$ cat src/rtl/pattern_decoder.sv
// Serial pattern detector: load a WIDTH-bit pattern on prgm, then flag every (overlapping) match on sig.
// Latency: out pulses one cycle after the sig_valid cycle that completes a match; armed follows the last pattern bit by one cycle.
// No backpressure: every qualified bit is consumed on its cycle; prgm_valid wins over sig_valid. Optional: PD_MATCH_CNT_EN.
module pattern_decoder #(
  parameter int WIDTH = 4,
  parameter int CNT_W = 8
) (
  input  logic             clk,
  input  logic             clr,
  input  logic             prgm,
  input  logic             prgm_valid,
  input  logic             sig,
  input  logic             sig_valid,
  output logic             out,
  output logic             armed,
  output logic [CNT_W-1:0] match_cnt
);

  localparam int FW = $clog2(WIDTH + 1);
  localparam logic [FW-1:0] FILL_MAX  = FW'(WIDTH);
  localparam logic [FW-1:0] LOAD_LAST = FW'(WIDTH - 1);

  typedef enum logic [1:0] {
    S_IDLE  = 2'd0,
    S_LOAD  = 2'd1,
    S_ARMED = 2'd2
  } state_t;

  state_t           state_q, state_d;
  logic [WIDTH-1:0] pattern_q, pattern_d;
  logic [WIDTH-1:0] window_q, window_d;
  logic [FW-1:0]    load_cnt_q, load_cnt_d;
  logic [FW-1:0]    fill_cnt_q, fill_cnt_d;
  logic             out_q, out_d;
  logic             hit;

  logic [WIDTH-1:0] pattern_shift;
  logic [WIDTH-1:0] window_shift;
  logic [FW-1:0]    fill_inc;

  // Both registers shift left; the first pattern bit ends up as the MSB.
  assign pattern_shift = {pattern_q[WIDTH-2:0], prgm};
  assign window_shift  = {window_q[WIDTH-2:0], sig};
  assign fill_inc      = (fill_cnt_q == FILL_MAX) ? FILL_MAX : fill_cnt_q + FW'(1);

  // Next-state logic: pattern loading, arming, window fill and match detection.
  always_comb begin
    state_d    = state_q;
    pattern_d  = pattern_q;
    window_d   = window_q;
    load_cnt_d = load_cnt_q;
    fill_cnt_d = fill_cnt_q;
    hit        = 1'b0;
    case (state_q)
      S_IDLE: begin
        window_d   = '0;
        fill_cnt_d = '0;
        if (prgm_valid) begin
          state_d    = S_LOAD;
          pattern_d  = pattern_shift;
          load_cnt_d = FW'(1);
        end
      end
      S_LOAD: begin
        window_d   = '0;
        fill_cnt_d = '0;
        if (prgm_valid) begin
          pattern_d  = pattern_shift;
          load_cnt_d = load_cnt_q + FW'(1);
          if (load_cnt_q == LOAD_LAST) begin
            state_d = S_ARMED;
          end
        end
      end
      S_ARMED: begin
        if (prgm_valid) begin
          // Reprogram: the sig bit of this cycle (if any) is dropped.
          state_d    = S_LOAD;
          pattern_d  = pattern_shift;
          load_cnt_d = FW'(1);
          window_d   = '0;
          fill_cnt_d = '0;
        end else if (sig_valid) begin
          window_d   = window_shift;
          fill_cnt_d = fill_inc;
          // Fill guard keeps a zero pattern from matching the cleared window.
          hit        = (fill_inc == FILL_MAX) && (window_shift == pattern_q);
        end
      end
      default: begin
        state_d = S_IDLE;
      end
    endcase
    out_d = hit;
  end

  // State and datapath registers with synchronous clear.
  always_ff @(posedge clk) begin
    if (clr) begin
      state_q    <= S_IDLE;
      pattern_q  <= '0;
      window_q   <= '0;
      load_cnt_q <= '0;
      fill_cnt_q <= '0;
      out_q      <= 1'b0;
    end else begin
      state_q    <= state_d;
      pattern_q  <= pattern_d;
      window_q   <= window_d;
      load_cnt_q <= load_cnt_d;
      fill_cnt_q <= fill_cnt_d;
      out_q      <= out_d;
    end
  end

  assign out   = out_q;
  assign armed = (state_q == S_ARMED);

`ifdef PD_MATCH_CNT_EN
  logic [CNT_W-1:0] match_cnt_q, match_cnt_d;
  logic             restart;

  // Any accepted pattern bit outside LOAD starts a fresh load.
  assign restart = prgm_valid && (state_q != S_LOAD);

  // Saturating match counter, cleared whenever a new load begins.
  always_comb begin
    match_cnt_d = match_cnt_q;
    if (restart) begin
      match_cnt_d = '0;
    end else if (hit && (match_cnt_q != '1)) begin
      match_cnt_d = match_cnt_q + CNT_W'(1);
    end
  end

  // Match counter register.
  always_ff @(posedge clk) begin
    if (clr) begin
      match_cnt_q <= '0;
    end else begin
      match_cnt_q <= match_cnt_d;
    end
  end

  assign match_cnt = match_cnt_q;
`else
  assign match_cnt = '0;
`endif

endmodule

$ cat config.mk
export PLATFORM = sky130hd
export DESIGN_NAME = pattern_decoder
export DESIGN_NICKNAME = d
export VERILOG_FILES = /design/src/rtl/pattern_decoder.sv
export SDC_FILE = /design/constraint.sdc
export NUM_CORES = 1
export LEC_CHECK = 0
export ABC_CLOCK_PERIOD_IN_PS = 1600
export CORE_MARGIN = 5
export CORE_UTILIZATION = 49
export CTS_CLUSTER_DIAMETER = 40
export DETAILED_ROUTE_END_ITERATION = 10
export PLACE_DENSITY = 0.87
export SLEW_MARGIN = 20
export SYNTH_ARGS = -nofsm -noshare
export SYNTH_HDL_FRONTEND = slang
export SYNTH_SLANG_ARGS = --single-unit
$ cat constraint.sdc
create_clock -name clk -period 1.6 [get_ports clk]
set_input_delay 0.4 -clock clk [delete_from_list [all_inputs] [get_ports clk]]
set_output_delay 0.4 -clock clk [all_outputs]
set_load 0.1 [all_outputs]
==> impl_metrics.py, run 1 <==
metrics = {
    "sta": {
        "clock_skew_ns": 0.001067,
        "finalHoldViolCount": 0,
        "period_share_pct": 92.29,
        "rsz0062_at_grt": "false",
        "layout_setup_ws_ns": 0.1233,
        "tns_ns": 0,
        "whs_ns": 0.5064,
        "fmax_mhz": 677.2,
        "finalSetupViolCount": 0,
        "fin_crit_ns": 1.477,
        "maxSlewViolCount": 0,
    },
    "logic_synthesis": {
        "synth_cells": 89,
        "synth_cell_types": 31,
        "syn-cell-area_um2": 845.8,
        "ys_seq_area_share_pct": 37.87,
        "synth_edf_count": 0,
        "ys.warnings.count": 0,
        "async_flop_share_pct": 0,
        "ys_ff_latch": 16,
        "avgSynthCellArea_um2": 9.503,
        "synthFlopType": "dfxtp_1",
    },
    "global_routing": {
        "grt_usage_pct": 12.39,
        "grt_overflow": 0,
        "grt_max_degree": 11,
        "grt_pass1_wl_mm": 2.401,
        "antenna_found_initial": 0,
        "grt_pass1_vias": 554,
    },
    "power_and_ir_drop": {
        "irDropWorstVdd_v": 0.0004895,
        "p_per_area_nw_per_um2": 791.4,
        "total_power_uw": 769.4,
        "power.leakage_nw": 0.4011,
    },
    "detailed_routing": {
        "viasPerCell": 5.256,
        "wl_per_cell_um": 12.59,
        "drtPass1Iterations": 4,
        "drt_iter0_drc": 18,
        "totalWireLength_mm": 1.473,
        "drc": 0,
        "ant_nets": 0,
        "num_vias": 615,
    },
    "outcome": {
        "outcome": "completed",
    },
    "placement": {
        "port_buffers": 7,
        "place_congestion": 0.7845,
        "placed_area_um2": 947.2,
        "dp.cells": 114,
        "hpwl_mm": 1.151,
        "pre_cts_ws_ns": -0.1031,
    },
    "cts": {
        "cts_inserted_buffers": 3,
        "insertion_delay_ns": 0.28,
        "cts_tree": "built",
        "cts_max_level": 1,
        "cts_sinks": 16,
        "holdBufCountCts": 0,
        "clk_pin_slew_ns": 0.08,
        "clk_path_buf_depth": 2,
        "cts_root_buf": "clkbuf_4",
    },
    "critical_path": {
        "slowest_delay_ns": 0.43,
        "cp-start-kind": "flip-flop",
        "crit_path_max_fanout": 10,
        "cp_data_required_time_ns": 1.20,
        "critical_path_class": "reg -> out",
        "crit_chain": "nor2b_4, buf_12",
        "cp-end-kind": "output port",
        "slowest_stage": "dfxtp_2",
        "cp.arrival_ns": 1.08,
    },
    "flow_run": {
        "max-cap-violations": 0,
    },
    "die": {
        "core_area_um2": 1689,
        "die-height_um": 51.55,
        "start_util_pct": 50.07,
        "ios": 16,
        "die-width_um": 51.55,
        "fp.dieArea_um2": 2657,
        "fp-row-count": 15,
    },
    "cells_and_area": {
        "antennaDiodeCount": 0,
        "layout-drive-gt1-share_pct": 19.00,
        "mostFrequentLayoutCell": "dfxtp_1",
        "n_fill_cell": 145,
        "syn2layout_area_growth_pct": 14.94,
        "multi_input_area_um2": 459.2,
        "seq_area_um2": 322.8,
        "utilization_pct": 57.56,
        "final_area_um2": 972.2,
        "fin_nets": 112,
        "stdcell_count": 117,
        "layout_common_cells": "dfxtp_1 (14), nor2_1 (11), conb_1 (8)",
    },
    "worst_hold_path": {
        "hold_path.class": "reg -> reg",
    },
}
sequential cells by signal, summed over array words and instances (netlist names):
register / flops
fill_cnt_q: 3
window_q: 3
pattern_q: 4
out: 1
load_cnt_q: 3
state_q: 2
synth_stat cells, drive strengths merged, types with 2 or more instances:
cell / instances / share of area, %
a211oi: 2 / 1.8
a21oi: 4 / 2.8
a22oi: 5 / 4.4
buf: 12 / 11
dfxtp: 16 / 38
ha: 4 / 5.9
inv: 3 / 1.3
mux2i: 5 / 5.9
nand2: 3 / 1.3
nand2b: 2 / 1.5
nor2: 11 / 4.9
nor2b: 2 / 1.5
o21ai: 2 / 1.2
xor2: 4 / 4.1
path summary, 6_finish.rpt:
path,startpoint,endpoint,slack (ns),depth (start not counted)
worst min register to register,fill_cnt_q[2]$_SDFFE_PP0P_,fill_cnt_q[2]$_SDFFE_PP0P_,0.51,2
worst min-delay path,fill_cnt_q[2]$_SDFFE_PP0P_,fill_cnt_q[2]$_SDFFE_PP0P_,0.51,2
worst max-delay path,state_q[1]$_SDFFE_PP0P_,armed,0.12,2
worst max register to register,fill_cnt_q[0]$_SDFFE_PP0P_,out$_SDFF_PP0_,0.18,5
logic make-up (layout without fill, tap and decap cells):
group	count (synthesis)	after routing	synth area share (%)
buffers and inverters	15	19	11.83
muxes	5	5	5.917
AOI/OAI and AO/OA	17	17	14.20
xor gates and xnor gates	4	4	4.142
other	1	8	0.4434
DFF	16	16	37.87
and+or+nand+nor	27	27	19.68
adders and majority gates	4	4	5.917
routing by layer:
layer | track usage (%) | wire length (um) | share of wire [%]
met1 | 14.92 | 648 | 44
met5 | 0 | 0 | 0
met2 | 18.01 | 722 | 49
met3 | 6.590 | 90 | 6.1
met4 | 5.677 | 12 | 0.81
layout make-up:
class | instances | share of cell area (%)
multi-input cells | 65 | 47.23
inverters | 3 | 1.158
well taps | 17 | 2.188
flip-flops and latches | 16 | 33.20
repair buffers | 13 | 13.90
clock buffers | 3 | 2.317
critical path: cells and delay by family (launching register included):
kind	cells	cell delay [ns]
DFF	1	0.43
and+or+nand+nor	1	0.19
buffers and inverters	1	0.18
where the power goes:
part	switching, mW	total (mW)	leakage (nW)	internal [mW]
clock network	0.116	0.203	0.0138	0.0874
registers	0.0129	0.419	0.131	0.406
logic	0.110	0.147	0.257	0.0374
repair_timing:
action / 4_1_cts / 5_1_grt
buffers inserted: 0 / 0
cloned: 0 / 0
endpoints found under the setup margin: 1 / 1
gates resized for setup: 1 / 1
Power figures use the tool's default switching activity.
==> run 2: changes to the inputs <==
--- a/config.mk
+++ b/config.mk
@@ -9,6 +9,7 @@
 export CORE_MARGIN = 5
 export CORE_UTILIZATION = 49
 export CTS_CLUSTER_DIAMETER = 40
+export CTS_CLUSTER_SIZE = 20
 export DETAILED_ROUTE_END_ITERATION = 10
 export PLACE_DENSITY = 0.87
 export SLEW_MARGIN = 20
==> results of run 2 <==
Final layout, timing and power as in run 1 (identical DEF).
